--- config.mk ---
export PLATFORM = sky130hd
export DESIGN_NAME = mandelbrot_iterator
export DESIGN_NICKNAME = d
export VERILOG_FILES = /design/src/rtl/mandelbrot_iterator.sv
export SDC_FILE = /design/constraint.sdc
export NUM_CORES = 2
export LEC_CHECK = 0
export CAP_MARGIN = 20
export CORE_UTILIZATION = 40
export DETAILED_ROUTE_END_ITERATION = 8
export SETUP_SLACK_MARGIN = 0.4
export SYNTH_ARGS = -nofsm -noshare
export SYNTH_HDL_FRONTEND = slang
export SYNTH_SLANG_ARGS = --single-unit
--- constraint.sdc ---
create_clock -name clk -period 9.16 [get_ports clk]
set_clock_uncertainty 0.15 [all_clocks]
set_input_delay 0.916 -clock clk [delete_from_list [all_inputs] [get_ports clk]]
set_output_delay 0.916 -clock clk [all_outputs]
set_load 0.02 [all_outputs]
--- src/rtl/mandelbrot_iterator.sv ---
// mandelbrot_iterator: escape-time engine for one complex point c, iterating z <- z^2 + c from z0 = 0.
// Build option MANDEL_MULT_PIPE_EN registers the squares/cross product (2 clocks per iteration).
module mandelbrot_iterator #(
   parameter int          WIDTH    = 18,
   parameter int          FRAC     = 14,
   parameter logic [11:0] MAX_ITER = 12'd1023
) (
   input  logic             clk,
   input  logic             rst,
   input  logic             start,
   input  logic [WIDTH-1:0] c_re,
   input  logic [WIDTH-1:0] c_im,
   output logic             ready,
   output logic             busy,
   output logic             done,
   output logic [11:0]      iterations,
   output logic [1:0]       state_dbg
);
   localparam int PW = 2 * WIDTH;
   localparam int SW = PW - FRAC;
   localparam logic signed [SW:0] ESC_LIM = (SW+1)'(64'sd4 <<< FRAC);

   typedef enum logic [1:0] {
      ST_IDLE = 2'd0,
      ST_ITER = 2'd1,
      ST_DONE = 2'd2
   } state_t;

   state_t                  state_q, state_d;
   logic signed [WIDTH-1:0] z_re_q, z_re_d, z_im_q, z_im_d;
   logic signed [WIDTH-1:0] c_re_q, c_re_d, c_im_q, c_im_d;
   logic [11:0]             n_q, n_d;
   logic [11:0]             iter_q, iter_d;

   logic signed [PW-1:0]    p_rr, p_ii, p_ri;
   logic signed [SW-1:0]    zr2_c, zi2_c, zri_c;
   logic signed [SW-1:0]    zr2, zi2, zri;
   logic signed [SW:0]      mag;
   logic signed [WIDTH-1:0] zr_next, zi_next;
   logic                    eval;

   // Squares of the current z; the SW-bit results hold the full range of z^2 >> FRAC.
   always_comb begin
      p_rr  = PW'(z_re_q) * PW'(z_re_q);
      p_ii  = PW'(z_im_q) * PW'(z_im_q);
      p_ri  = PW'(z_re_q) * PW'(z_im_q);
      zr2_c = SW'(p_rr >>> FRAC);
      zi2_c = SW'(p_ii >>> FRAC);
      zri_c = SW'(p_ri >>> FRAC);
   end

`ifdef MANDEL_MULT_PIPE_EN
   logic signed [SW-1:0] zr2_q, zi2_q, zri_q;
   logic                 phase_q, phase_d;

   // phase 0 captures the products of z_n, phase 1 tests/updates; z is stable across both.
   always_comb begin
      phase_d = (state_q == ST_ITER) ? ~phase_q : 1'b0;
   end

   always_ff @(posedge clk or posedge rst) begin
      if (rst) begin
         phase_q <= 1'b0;
         zr2_q   <= '0;
         zi2_q   <= '0;
         zri_q   <= '0;
      end else begin
         phase_q <= phase_d;
         zr2_q   <= zr2_c;
         zi2_q   <= zi2_c;
         zri_q   <= zri_c;
      end
   end

   assign zr2  = zr2_q;
   assign zi2  = zi2_q;
   assign zri  = zri_q;
   assign eval = phase_q;
`else
   assign zr2  = zr2_c;
   assign zi2  = zi2_c;
   assign zri  = zri_c;
   assign eval = 1'b1;
`endif

   // The escape sum is one bit wider than the squares so it never wraps.
   always_comb begin
      mag     = (SW+1)'(zr2) + (SW+1)'(zi2);
      zr_next = WIDTH'(zr2) - WIDTH'(zi2) + c_re_q;
      zi_next = WIDTH'(zri <<< 1) + c_im_q;
   end

   // Handshake: start is accepted on any rising edge where ready=1 (IDLE or DONE);
   // c_re/c_im are sampled on that edge only. done pulses for exactly one cycle per
   // accepted point and iterations stays valid until the next accepted start.
   always_comb begin
      state_d = state_q;
      z_re_d  = z_re_q;
      z_im_d  = z_im_q;
      c_re_d  = c_re_q;
      c_im_d  = c_im_q;
      n_d     = n_q;
      iter_d  = iter_q;
      case (state_q)
         ST_IDLE, ST_DONE: begin
            if (start) begin
               c_re_d  = c_re;
               c_im_d  = c_im;
               z_re_d  = '0;
               z_im_d  = '0;
               n_d     = '0;
               state_d = ST_ITER;
            end else begin
               state_d = ST_IDLE;
            end
         end
         ST_ITER: begin
            if (eval) begin
               if ((mag > ESC_LIM) || (n_q == MAX_ITER)) begin
                  iter_d  = n_q;
                  state_d = ST_DONE;
               end else begin
                  z_re_d = zr_next;
                  z_im_d = zi_next;
                  n_d    = n_q + 12'd1;
               end
            end
         end
         default: state_d = ST_IDLE;
      endcase
   end

   always_ff @(posedge clk or posedge rst) begin
      if (rst) begin
         state_q <= ST_IDLE;
         z_re_q  <= '0;
         z_im_q  <= '0;
         c_re_q  <= '0;
         c_im_q  <= '0;
         n_q     <= '0;
         iter_q  <= '0;
      end else begin
         state_q <= state_d;
         z_re_q  <= z_re_d;
         z_im_q  <= z_im_d;
         c_re_q  <= c_re_d;
         c_im_q  <= c_im_d;
         n_q     <= n_d;
         iter_q  <= iter_d;
      end
   end

   assign ready      = (state_q == ST_IDLE) || (state_q == ST_DONE);
   assign busy       = (state_q == ST_ITER);
   assign done       = (state_q == ST_DONE);
   assign iterations = iter_q;
   assign state_dbg  = state_q;

endmodule
# == Word-level counts from Yosys, hierarchy flattened ==
# Index checks and enable logic that the tools add are counted.
# word_totals
elab_cells,41
out_inout_bits,17
register_bits,98
input_bits,39
# classes
add_sub_neg,5
eq_ne,6
n_reduce_logical,8
magnitude_cmp,1
n_mul,3
muxes,11
# op_table
cell,count
18-bit by 18-bit multiplier with 36-bit output,2
18-bit one-hot mux with 2 select lines,2
18-bit two-way mux,3
18-bit adder,2
18-bit by 18-bit multiplier with 31-bit output,1
12-bit two-way mux,2
12-bit one-hot mux with 2 select lines,1
22-bit by 22-bit adder with 23-bit output,1
"23-bit by 18-bit > comparator with 1-bit output, second input constant",1
18-bit subtractor,1
"12-bit by 1-bit adder with 12-bit output, second input constant",1
"12-bit by 10-bit equality test with 1-bit output, second input constant",1
"2-bit inequality test, second input constant",2
2-bit one-hot mux with 2 select lines,1
2-bit AND reduction,2
3-bit AND reduction,1
"2-bit by 1-bit equality test with 1-bit output, second input constant",1
"2-bit equality test, second input constant",1
2-bit zero test,1
1-bit logical OR,2
2-bit two-way mux,1
"2-bit by 1-bit inequality test with 1-bit output, second input constant",1
2-bit nonzero test,1
2-bit OR reduction,1
1-bit two-way mux,1

# == Depth between registers and ports, before layout ==
# depth
ltp_word,6
mapped_depth,43
depth_no_buf,41

# == Least setup slack after synthesis ==
# No wires, ideal clock.
# synth_timing
path_type,register -> register
startpoint,reg z_im_q[17]
endpoint,reg iter_q[0] (netlist: iterations[0])
arrival_time_ns,8.787
slack_ns,0.095
t_required_ns,8.882
path_buffers,4
path_stages_with_launch,37
synth_period_minus_slack_ns,9.065
path_cell_list,dfrtp_1 > clkbuf_1 > clkbuf_1 > nand2_1 > fa_1 > inv_1 > fa_1 > inv_1 > fa_1 > inv_1 > fa_1 > fa_1 > inv_1 > fa_1 > inv_1 > ha_1 > a21oi_2 > o21ai_1 > a211oi_1 > o21ai_0 > a311oi_1 > o21bai_2 > a21oi_1 > nor2b_1 > o21a_1 > o21a_1 > nor2_1 > xnor2_1 > ha_1 > clkbuf_1 > nand2_1 > o31a_1 > o311ai_2 > nor4_4 > nor4_4 > buf_4 > mux2_1
# synth_between
elab_chain_cells,5
# synth_rtl
item,line_no,text
start: declaration,30,"logic signed [WIDTH-1:0] z_re_q, z_re_d, z_im_q, z_im_d;"
start signal: assignment,145,z_im_q <= z_im_d;
18-bit by 18-bit multiplier with 36-bit output,45,p_ii = PW'(z_im_q) * PW'(z_im_q);
22-bit by 22-bit adder with 23-bit output,88,mag = (SW+1)'(zr2) + (SW+1)'(zi2);
23-bit by 18-bit > comparator with 1-bit output,119,if ((mag > ESC_LIM) || (n_q == MAX_ITER)) begin
1-bit logical OR,119,
2-bit AND reduction (no source line),--,
end signal: assignment,149,iter_q <= iter_d;
end: declaration,33,"logic [11:0] iter_q, iter_d;"
# No other way between the ends.
# A chain may end at the register's enable or synchronous reset.

# == Worst setup path after layout ==
# layout_timing
startpoint,reg z_re_q[9]
endpoint,reg iter_q[5] (netlist: iterations[5])
# layout_between
elab_chain_cells,5
# layout_rtl
item,line_no,text
start: declaration,30,
start signal: assignment,144,z_re_q <= z_re_d;
18-bit by 18-bit multiplier with 36-bit output,44,p_rr = PW'(z_re_q) * PW'(z_re_q);
22-bit by 22-bit adder with 23-bit output,88,
23-bit by 18-bit > comparator with 1-bit output,119,
1-bit logical OR,119,
2-bit AND reduction (no source line),--,
# No other way between the ends.

==> metrics.cfg <==
[clock_network]
insertion_delay_ps=440
clkTransAtPathRegs_ps=100
cts_max_path_buffers=2
hold_buffers=0
htree_levels=3
cts_tree=yes
cts_num_sinks=98
cts_root_buffer=clkbuf_16
cts_buffers=9

[placed_design]
placed_cells=5898
hpwl_um=85350
placed_cell_area_um2=44060
globalplace.congestion=0.8786
portBuffers=55

[global_routing]
antenna_found_initial=4
grt_pass1_wl_um=165600
grt_usage=0.2162
overflow=0
first_global_vias=31531
grt_max_degree=67

[flow_run]
cap_violations=0

[die]
die_area_um2=98420
num_rows=113
core_area_um2=95580
die_x_um=313.7
pin_count=56
die_h_um=313.7
start_util=0.4067

[logic_synthesis]
synth_top_area_cell=fa_1
synth.distinct_cells=84
synth_common_cells=inv_1 (1160), fa_1 (887), nand2_1 (573)
yosysMostFrequentCell=inv_1
synthArstFlopShare=1.000
synthSimpleGateAreaFrac=0.1210
seq_area_frac_synth=0.06310
synth-edff-count=0
synthMuxAreaShare=0.01745
synth_fp_nets=5554
synthAdderAreaFrac=0.5705
synthTopCellsByArea=fa_1 (46%), ha_1 (11%), inv_1 (11%), dfrtp_1 (6.3%), nand2_1 (5.5%)
synth_compound_gate_area_share=0.06046
synth-xor-area-share=0.03844
syn_area_um2=38870
yosys_warnings=0
synthCells=4275
synth.top_cell.area_share=0.4569
synth_top_family_by_area=adder cells
synth-main-ff-cell=dfrtp_1
syn_area_per_cell_um2=9.092
ys_seq_elements=98

[min_path]
whs_endpoint=c_im_q[3]
min_from=c_im_q[3]
hold_path_depth=2
hp-class=flop to flop

[final_layout]
drive_above_1_share=0.1451
nets=5959
syn_to_final_growth_pct=16.49
final_cells=5951
finalCoreUtilization=0.4737
fin_area_um2=45270

[worst_setup_path]
crit_top_cell=fa_1
worstPathArrival_ps=9240
crit_required_ps=9330
max_stage_delay_ps=570
worst_setup_path_end_kind=flop
start_kind=flop
cp_max_fo=6
reg2reg_depth=41
slowest_stage=fa_1
reg2reg_from=z_re_q[9]
reg2reg_to=iterations[5]
criticalPathCategory=flop to flop
r2r_slack_ps=90

[drt]
wire_per_inst_um=16.62
ant_nets=0
vias=28652
drcViolationCount=0
met2WireLength_um=48510
met1_length_um=42290
highest-signal-layer=met5
drt_pre_antenna_iters=5
wl_met3_um=4690
wirelength_um=98930
avgViaCountPerCell=4.815
dr.first_iter.drc_count=1604

[timing]
setup_viol=0
fmax_mhz=110.2
layout_min_cycle_time_ps=9072
final_max_slew_viol_count=0
rsz0062_at_grt=true
finalHoldViolations=0
period_share=0.9904
slew_headroom=0.3407
tightest_slew_ps=989.0

[status]
status=completed

-- timing repair --
action	CTS	global route
pin swaps	35	40
cloned	2	0
hold endpoints to repair	0	0
setup endpoints to repair	62	62
setup buffers	17	16
resized for setup	75	85
-- state kept, by name (all words and copies together), names as in the netlist --
name and cells:
c_im_q 18, c_re_q 18, z_im_q 18, z_re_q 18, iterations 12, n_q 12, state_dbg 2
-- per-stage QoR --
step	setup TNS, ps	worst slack, ps	hold slack (ps)
3_5_place_dp	-16500	-403.9	327.3
3_3_place_gp	-12960	-357.2	321.6
2_1_floorplan	0	406.4	302.3
4_1_cts	0	2.734	353.7
6_report	0	88.32	348.9
5_1_grt	-10700	-268.1	364.4
-- critical path, delay by kind of cell, from the launching register on --
kind,cells,cell delay [ps]
compound gates,11,1810
xor+xnor,1,170
fa+ha+maj,8,3300
buf+inv,8,770
flops,1,420
mux,1,290
simple gates,12,2050
-- layer usage --
layer / GRT usage / vias to the layer above
met4: 0.07162 / 2
li1: - / 13417
met5: 0 / -
met3: 0.02639 / 118
met1: 0.2840 / 14544
met2: 0.3693 / 571
-- how the worst max path moves through the flow --
stage	start	end	slack [ps]	cells past startpoint
2_1_floorplan	z_re_q[11]	iterations[0]	410	38
3_3_place_gp	z_re_q[2]	iterations[9]	-360	38
3_5_place_dp	z_re_q[2]	iterations[11]	-400	38
4_1_cts	z_re_q[0]	iterations[4]	3	41
5_1_grt	z_re_q[9]	iterations[5]	-270	42
6_report	z_re_q[9]	iterations[5]	90	41
-- layout make-up --
| type | instances | area (um^2) |
|---|---|---|
| Antenna cell | 1 | 2.502 |
| Clock buffer | 9 | 225.2 |
| Clock inverter | 7 | 76.32 |
| Fill cell | 9304 | 50300 |
| Inverter | 1164 | 4379 |
| Multi-Input combinational cell | 2851 | 31920 |
| Sequential cell | 98 | 2466 |
| Tap cell | 1265 | 1583 |
| Timing Repair Buffer | 556 | 4621 |
-- cells by family (layout without fill, tap and decap cells) --
logic type,count (synthesis),after routing
AOI/OAI and AO/OA,344,344
xor gates and xnor gates,163,163
adders and majority gates,1240,1240
buffers and inverters,1326,1736
DFF,98,98
muxes,66,66
other,0,1
and+or+nand+nor,1038,1038
-- cells in the final DEF (no fill, tap or decap), types with 6 or more instances in the layout --
master,netlist,layout
nor2b_1,16,11
inv_2,0,8
nor2_1,144,138
o21bai_1,26,25
o21ai_0,52,45
and3_1,13,12
or2_2,8,8
ha_4,0,7
fa_1,887,883
dfrtp_1,98,87
mux2i_1,52,51
nand2b_1,18,18
ha_1,353,343
dfrtp_2,0,11
nor2_2,1,6
a211oi_1,8,8
a21o_1,38,38
buf_12,0,17
o211ai_1,11,11
o21ai_1,9,11
nor3_1,30,29
buf_6,3,19
xnor2_1,108,105
a21oi_2,2,21
o21ai_2,3,6
and2_1,175,171
xor2_2,5,6
nand4_1,9,9
buf_4,1,463
clkbuf_16,0,10
a21oi_1,92,72
mux2_4,0,12
xor2_1,47,46
a31oi_1,8,6
o21a_1,22,22
clkdlybuf4s50_1,0,55
nand3_1,20,19
inv_1,1160,1151
nand2_1,573,569
Power is not shown: default switching activity piles up to over one toggle a cycle in this logic, so the estimate is an artifact.
